File: src/rtl/booth_mul_sched_if.sv
// Bundle of requester, response and multiplier-core signals for booth_mul_sched.
// slave = the scheduler side, master = the environment driving it.
interface booth_mul_sched_if #(
   parameter int WIDTH = 8
);
   logic               req0_valid;
   logic               req0_ready;
   logic [WIDTH-1:0]   req0_m;
   logic [WIDTH-1:0]   req0_q;
   logic               req1_valid;
   logic               req1_ready;
   logic [WIDTH-1:0]   req1_m;
   logic [WIDTH-1:0]   req1_q;
   logic               rsp_valid;
   logic               rsp_ready;
   logic [2*WIDTH-1:0] rsp_prod;
   logic               rsp_id;
   logic               rsp_err;
   logic               mul_begin;
   logic               mul_lock;
   logic [WIDTH-1:0]   mul_inbus;
   logic [WIDTH-1:0]   mul_outbus;
   logic               mul_end;
   logic               busy;

   modport slave (
      input  req0_valid, req0_m, req0_q,
      input  req1_valid, req1_m, req1_q,
      input  rsp_ready, mul_outbus, mul_end,
      output req0_ready, req1_ready,
      output rsp_valid, rsp_prod, rsp_id, rsp_err,
      output mul_begin, mul_lock, mul_inbus, busy
   );

   modport master (
      output req0_valid, req0_m, req0_q,
      output req1_valid, req1_m, req1_q,
      output rsp_ready, mul_outbus, mul_end,
      input  req0_ready, req1_ready,
      input  rsp_valid, rsp_prod, rsp_id, rsp_err,
      input  mul_begin, mul_lock, mul_inbus, busy
   );
endinterface

File: src/rtl/booth_mul_sched.sv
// Two-requester round-robin scheduler in front of a shared serial Booth multiplier core.
// Loads multiplicand then multiplier, waits for the core, collects the product bytes.
module booth_mul_sched #(
   parameter int WIDTH   = 8,
   parameter int TIMEOUT = 64,
   parameter int TO_W    = 7
) (
   input logic              clk,
   input logic              rst_n,
   booth_mul_sched_if.slave bus
);
   typedef enum logic [2:0] {IDLE, LOAD_M, LOAD_Q, WAIT, CAP_LO, RESP} state_t;

   state_t                state, state_nxt;
   logic [1:0]            req_valid;
   logic [1:0]            req_ready;
   logic [1:0][WIDTH-1:0] req_m;
   logic [1:0][WIDTH-1:0] req_q;
   logic                  gnt;
   logic                  accept;
   logic                  timer_exp;
   logic [WIDTH-1:0]      m_r;
   logic [WIDTH-1:0]      q_r;
   logic [2*WIDTH-1:0]    prod_r;
   logic                  id_r;
   logic                  err_r;
   logic                  last_grant;
   logic [TO_W-1:0]       timer;

   assign req_valid = {bus.req1_valid, bus.req0_valid};
   assign req_m     = {bus.req1_m, bus.req0_m};
   assign req_q     = {bus.req1_q, bus.req0_q};

   // On a tie the requester not served last wins; otherwise the lone valid one.
   assign gnt       = (&req_valid) ? ~last_grant : ~req_valid[0];
   assign timer_exp = (timer == TO_W'(TIMEOUT - 1));
   assign accept    = |req_ready;

   always_ff @(posedge clk or negedge rst_n) begin
      if (!rst_n) state <= IDLE;
      else        state <= state_nxt;
   end

   always_comb begin
      state_nxt = state;
      req_ready = '0;
      case (state)
         IDLE: begin
            if (rst_n && (|req_valid)) begin
               req_ready[gnt] = 1'b1;
               state_nxt      = LOAD_M;
            end
         end
         LOAD_M: state_nxt = LOAD_Q;
         LOAD_Q: state_nxt = WAIT;
         WAIT: begin
            if (bus.mul_end)    state_nxt = CAP_LO;
            else if (timer_exp) state_nxt = RESP;
         end
         CAP_LO: state_nxt = RESP;
         RESP: begin
            if (bus.rsp_ready) state_nxt = IDLE;
         end
         default: state_nxt = IDLE;
      endcase
   end

   always_ff @(posedge clk or negedge rst_n) begin
      if (!rst_n) begin
         m_r        <= '0;
         q_r        <= '0;
         prod_r     <= '0;
         id_r       <= 1'b0;
         err_r      <= 1'b0;
         last_grant <= 1'b1;
         timer      <= '0;
      end else begin
         case (state)
            IDLE: begin
               if (accept) begin
                  m_r  <= req_m[gnt];
                  q_r  <= req_q[gnt];
                  id_r <= gnt;
               end
            end
            LOAD_Q: timer <= '0;
            WAIT: begin
               // A completion landing on the last allowed cycle still counts.
               if (bus.mul_end) begin
                  prod_r[2*WIDTH-1:WIDTH] <= bus.mul_outbus;
               end else if (timer_exp) begin
                  err_r  <= 1'b1;
                  prod_r <= '0;
               end else begin
                  timer <= timer + 1'b1;
               end
            end
            CAP_LO: prod_r[WIDTH-1:0] <= bus.mul_outbus;
            RESP: begin
               if (bus.rsp_ready) begin
                  last_grant <= id_r;
                  err_r      <= 1'b0;
               end
            end
            default: ;
         endcase
      end
   end

   assign bus.req0_ready = req_ready[0];
   assign bus.req1_ready = req_ready[1];
   assign bus.mul_begin  = (state == LOAD_M);
   assign bus.mul_lock   = (state == LOAD_M) || (state == LOAD_Q) ||
                           (state == WAIT)   || (state == CAP_LO);
   assign bus.mul_inbus  = (state == LOAD_M) ? m_r :
                           (state == LOAD_Q) ? q_r : '0;
   assign bus.rsp_valid  = (state == RESP);
   assign bus.rsp_prod   = (state == RESP) ? prod_r : '0;
   assign bus.rsp_id     = (state == RESP) && id_r;
   assign bus.rsp_err    = (state == RESP) && err_r;
   assign bus.busy       = (state != IDLE);

   a_one_ready: assert property (@(posedge clk) disable iff (!rst_n) !(&req_ready));
   a_begin_pulse: assert property (@(posedge clk) disable iff (!rst_n)
                                   bus.mul_begin |=> !bus.mul_begin);
endmodule

File: src/flat_wrapper.sv
// flat-port wrapper written by rule: the top's interface ports become plain ports
module booth_mul_sched_flat 
#(
   parameter int WIDTH   = 8,
   parameter int TIMEOUT = 64,
   parameter int TO_W    = 7
)
  (clk, rst_n, bus_req0_valid, bus_req0_m, bus_req0_q, bus_req1_valid, bus_req1_m, bus_req1_q, bus_rsp_ready, bus_mul_outbus, bus_mul_end, bus_req0_ready, bus_req1_ready, bus_rsp_valid, bus_rsp_prod, bus_rsp_id, bus_rsp_err, bus_mul_begin, bus_mul_lock, bus_mul_inbus, bus_busy);
  booth_mul_sched_if #(.WIDTH(WIDTH)) bus_i ();
  input logic clk;
  input logic rst_n;
  input wire logic [$bits(bus_i.req0_valid)-1:0] bus_req0_valid;
  input wire logic [$bits(bus_i.req0_m)-1:0] bus_req0_m;
  input wire logic [$bits(bus_i.req0_q)-1:0] bus_req0_q;
  input wire logic [$bits(bus_i.req1_valid)-1:0] bus_req1_valid;
  input wire logic [$bits(bus_i.req1_m)-1:0] bus_req1_m;
  input wire logic [$bits(bus_i.req1_q)-1:0] bus_req1_q;
  input wire logic [$bits(bus_i.rsp_ready)-1:0] bus_rsp_ready;
  input wire logic [$bits(bus_i.mul_outbus)-1:0] bus_mul_outbus;
  input wire logic [$bits(bus_i.mul_end)-1:0] bus_mul_end;
  output wire logic [$bits(bus_i.req0_ready)-1:0] bus_req0_ready;
  output wire logic [$bits(bus_i.req1_ready)-1:0] bus_req1_ready;
  output wire logic [$bits(bus_i.rsp_valid)-1:0] bus_rsp_valid;
  output wire logic [$bits(bus_i.rsp_prod)-1:0] bus_rsp_prod;
  output wire logic [$bits(bus_i.rsp_id)-1:0] bus_rsp_id;
  output wire logic [$bits(bus_i.rsp_err)-1:0] bus_rsp_err;
  output wire logic [$bits(bus_i.mul_begin)-1:0] bus_mul_begin;
  output wire logic [$bits(bus_i.mul_lock)-1:0] bus_mul_lock;
  output wire logic [$bits(bus_i.mul_inbus)-1:0] bus_mul_inbus;
  output wire logic [$bits(bus_i.busy)-1:0] bus_busy;
  assign bus_i.req0_valid = bus_req0_valid;
  assign bus_i.req0_m = bus_req0_m;
  assign bus_i.req0_q = bus_req0_q;
  assign bus_i.req1_valid = bus_req1_valid;
  assign bus_i.req1_m = bus_req1_m;
  assign bus_i.req1_q = bus_req1_q;
  assign bus_i.rsp_ready = bus_rsp_ready;
  assign bus_i.mul_outbus = bus_mul_outbus;
  assign bus_i.mul_end = bus_mul_end;
  assign bus_req0_ready = bus_i.req0_ready;
  assign bus_req1_ready = bus_i.req1_ready;
  assign bus_rsp_valid = bus_i.rsp_valid;
  assign bus_rsp_prod = bus_i.rsp_prod;
  assign bus_rsp_id = bus_i.rsp_id;
  assign bus_rsp_err = bus_i.rsp_err;
  assign bus_mul_begin = bus_i.mul_begin;
  assign bus_mul_lock = bus_i.mul_lock;
  assign bus_mul_inbus = bus_i.mul_inbus;
  assign bus_busy = bus_i.busy;
  booth_mul_sched #(.WIDTH(WIDTH), .TIMEOUT(TIMEOUT), .TO_W(TO_W)) u_core (.clk(clk), .rst_n(rst_n), .bus(bus_i));
endmodule
File: config.mk
export PLATFORM = sky130hd
export DESIGN_NAME = booth_mul_sched_flat
export DESIGN_NICKNAME = d
export VERILOG_FILES = /design/src/rtl/booth_mul_sched_if.sv /design/src/rtl/booth_mul_sched.sv /design/src/flat_wrapper.sv
export SDC_FILE = /design/constraint.sdc
export NUM_CORES = 1
export LEC_CHECK = 0
export CAP_MARGIN = 25
export CORE_UTILIZATION = 49
export DETAILED_ROUTE_END_ITERATION = 8
export PLACE_DENSITY_LB_ADDON = 0.2
export SLEW_MARGIN = 20
export SYNTH_ARGS = -nofsm -noshare
export SYNTH_HDL_FRONTEND = slang
export SYNTH_SLANG_ARGS = --single-unit
File: constraint.sdc
create_clock -name clk -period 2.9 [get_ports clk]
set_clock_uncertainty 0.15 [all_clocks]
set_input_delay 0.58 -clock clk [delete_from_list [all_inputs] [get_ports clk]]
set_output_delay 0.58 -clock clk [all_outputs]
set_load 0.005 [all_outputs]
==> flow_summary_export.csv <==
group,metric,value,unit
place,place_congestion,0.769,
power_and_ir_drop,total_power,2.68,mW
detailed_routing,drt-total-wl,5.15,mm
finish,design_area,0.00318,sq mm
finish,n_antenna_cell,0,
critical_path,worstPathArrival,2.05,ns
floorplan,die-width,70.3,um
detailed_routing,drtPass1Iterations,4,
timing,post-route-period-util,96.0,%
floorplan,dieArea,0.00494,sq mm
clocking,clock-root-buffer,"clkbuf_8",
clocking,clk_latency,0.29,ns
floorplan,placeableCoreArea,0.00441,sq mm
timing,post-route-min-period,2.78,ns
clocking,cts_sinks,45,
place,placed_area,0.00309,sq mm
synthesis,synth_fp_nets,259,
critical_path,path_max_fanout,11,
grt,grtUsageTotal,22.5,%
critical_path,crit_type,"reg2out",
synthesis,yosysMostFrequentCell,"dfrtp_1",
synthesis,postSynth.asyncResetShare,100,%
power_and_ir_drop,clkPwrFrac,14.5,%
timing,grt_setup_unrepaired,"no",
synthesis,synth_ff_type,"dfrtp_1",
clocking,cts_post_setup_buffers_inserted,0,
detailed_routing,drtIter0Drc,79,
power_and_ir_drop,p_comb_share,45.0,%
timing,fin_ws,0.117,ns
timing,hold_ws,0.258,ns
synthesis,avgSynthCellArea,10.8,sq um
synthesis,yosys.area.top_type,"dfrtp_1",
flow_run,max_cap_violations,0,
grt,met2_usage,34.8,%
grt,busiest_layer,"met2",
clocking,ctsResizeCount,0,
grt,grt_max_degree,46,
worst_hold_path,hp-class,"in2async",
grt,met3_usage,5.19,%
clocking,clkSlewWorstSetupHoldPaths,0.07,ns
timing,worstMarginPinSlew,0.715,ns
grt,grt_pass1_wl,8.71,mm
timing,slew_headroom,52.1,%
synthesis,synth.top_cell.area_share,48.2,%
synthesis,synth_top_cells_by_count,"dfrtp_1 (44), nor2_1 (21), a21oi_1 (20), and2_1 (20), a22o_1 (19)",
grt,grt_pass1_vias,1894,
status,status,"complete, no violations",
synthesis,synth_area_leaders,"dfrtp_1 (48%), mux2i_1 (7.4%), a22o_1 (7.3%)",
detailed_routing,detail_route.vias_per_cell,5.51,
timing,final_max_slew_viol_count,0,
power_and_ir_drop,p_seq_share,40.5,%
synthesis,synth_area,0.00228,sq mm
critical_path,rr_startpoint,"u_core.state[1]",
floorplan,start_util,51.8,%
synthesis,synthMuxAreaShare,7.94,%
power_and_ir_drop,switchingPower,888,uW
floorplan,rows,24,
finish,layout.nets,338,
detailed_routing,num_vias,1896,
synthesis,netlist_instances,212,
timing,finalSetupViolations,0,
finish,drive_gt1_share,11.3,%
power_and_ir_drop,ir_drop,0.507,mV
grt,antenna_found_initial,0,
critical_path,reg2regPathDepth,4,
synthesis,synth_edf_count,0,
grt,met1_usage,31.0,%
finish,fin_cells,344,
synthesis,synth-compound-area-share,19.6,%
synthesis,ys_warn_count,0,
finish,area_growth,39.1,%
grt,grt-ovfl-total,0,
synthesis,synthAdderAreaFrac,0.548,%
power_and_ir_drop,p_leak,1.39,nW
clocking,cts_made_buffers,5,
clocking,holdBufCountCts,0,
place,place_ws,0.0156,ns
synthesis,ys_types,38,
clocking,tritoncts,"done",
synthesis,yosys.area_share.simple,17.3,%
power_and_ir_drop,p_int,1.79,mW
floorplan,boundaryPins,78,
place,place_hpwl,3.80,mm
synthesis,ys_ff_latch,45,
power_and_ir_drop,p_sw_share,33.2,%
critical_path,start_kind,"flop",
finish,post-route-util,72.0,%
place,placedCellCount,336,
detailed_routing,post_drt_wl_per_cell,15.0,um
clocking,cts_max_level,2,
synthesis,yosysSeqAreaShare,49.3,%
timing,finalHoldViolCount,0,
finish,fill_cells,327,
timing,fmax,0.359,GHz
timing,tns,0,ns
detailed_routing,antenna_left,0,
power_and_ir_drop,p_per_area,842,mW/mm^2
synthesis,synth_top_family_by_area,"compound AO/OA/AOI/OAI gates",
detailed_routing,drc,0,
clocking,cts_max_path_buffers,2,
floorplan,fp.dieH,70.3,um
critical_path,endpoint_kind,"output pin",
critical_path,ff2ff_setup_slack,1.01,ns
place,portBuffers,77,
synthesis,synth_xor_area_share,0.767,%
critical_path,timing.rr.end,"u_core.prod_r[5]",
critical_path,crit_required,2.17,ns
## how the worst max path moves through the flow
| stage | cells after the start | start | slack [ns] | to |
|---|---|---|---|---|
| final | 3 | u_core.state[0] | 0.12 | bus_req0_ready |
| after global placement | 5 | bus_req0_valid | 0.02 | bus_req1_ready |
| after global routing | 5 | u_core.state[1] | 0.02 | bus_rsp_prod[14] |
| after floorplan | 5 | bus_req1_valid | 0.77 | bus_req1_ready |
| after CTS | 5 | bus_req0_valid | 0.009 | bus_req1_ready |
| after detailed placement | 5 | bus_req0_valid | 0.02 | bus_req1_ready |
## cell families after synthesis
| kind of cell | after synthesis |
|---|---|
| XOR/XNOR | 2 |
| flip-flops | 45 |
| multiplexers | 18 |
| AO/OA/AOI/OAI | 62 |
| adder cells (fa/ha/maj) | 1 |
| buffers and inverters | 16 |
| AND/OR/NAND/NOR | 68 |
## sequential cells by signal, indices dropped and copies added, names as in the netlist
register and count:
u_core.last_grant 1, u_core.timer 7, u_core.err_r 1, u_core.state 3, u_core.q_r 8, u_core.prod_r 16
u_core.id_r 1, u_core.m_r 8
## power groups by stage
stage / Sequential, mW / Clock (mW) / Combinational [mW]
after floorplan: 1.01 / 0 / 0.788
after detailed placement: 1.09 / 0 / 1.21
after global routing: 1.12 / 0.422 / 1.33
after CTS: 1.08 / 0.394 / 1.22
final: 1.08 / 0.389 / 1.20
after global placement: 1.08 / 0 / 1.18
## worst max-delay path, stage by stage, from the launching register on
cell	delay, ns
dfrtp_2	0.48
or3_4	0.44
nor3_1	0.28
clkdlybuf4s50_1	0.57
## routing by layer
metal | vias to the layer above | part of all wire (%)
met5 | - | 0
met1 | 904 | 44
met2 | 64 | 48
li1 | 919 | -
met4 | 0 | 1.6
met3 | 9 | 6.3
## cells in the final DEF (no fill, tap or decap), drive strengths merged, types with 2 or more instances in the layout
cell type,instances
clkdlybuf4s50,76
dfrtp,44
a22o,24
nor2,22
and2,21
a21oi,20
mux2i,17
buf,9
clkbuf,8
o21ai,7
nand2,6
nand2b,5
nor3b,4
inv,3
o21a,3
a31oi,3
nor3,3
xnor2,2
nand3,2
## layout make-up
cell class | count | area [sq um] | area share [%]
Sequential cell | 45 | 1130 | 35.6
Multi-Input combinational cell | 151 | 1060 | 33.2
Timing Repair Buffer | 85 | 826 | 26.0
Clock buffer | 8 | 90.1 | 2.83
Tap cell | 52 | 65.1 | 2.05
Inverter | 3 | 11.3 | 0.354
No activity file was read; power rests on OpenSTA's default activity.
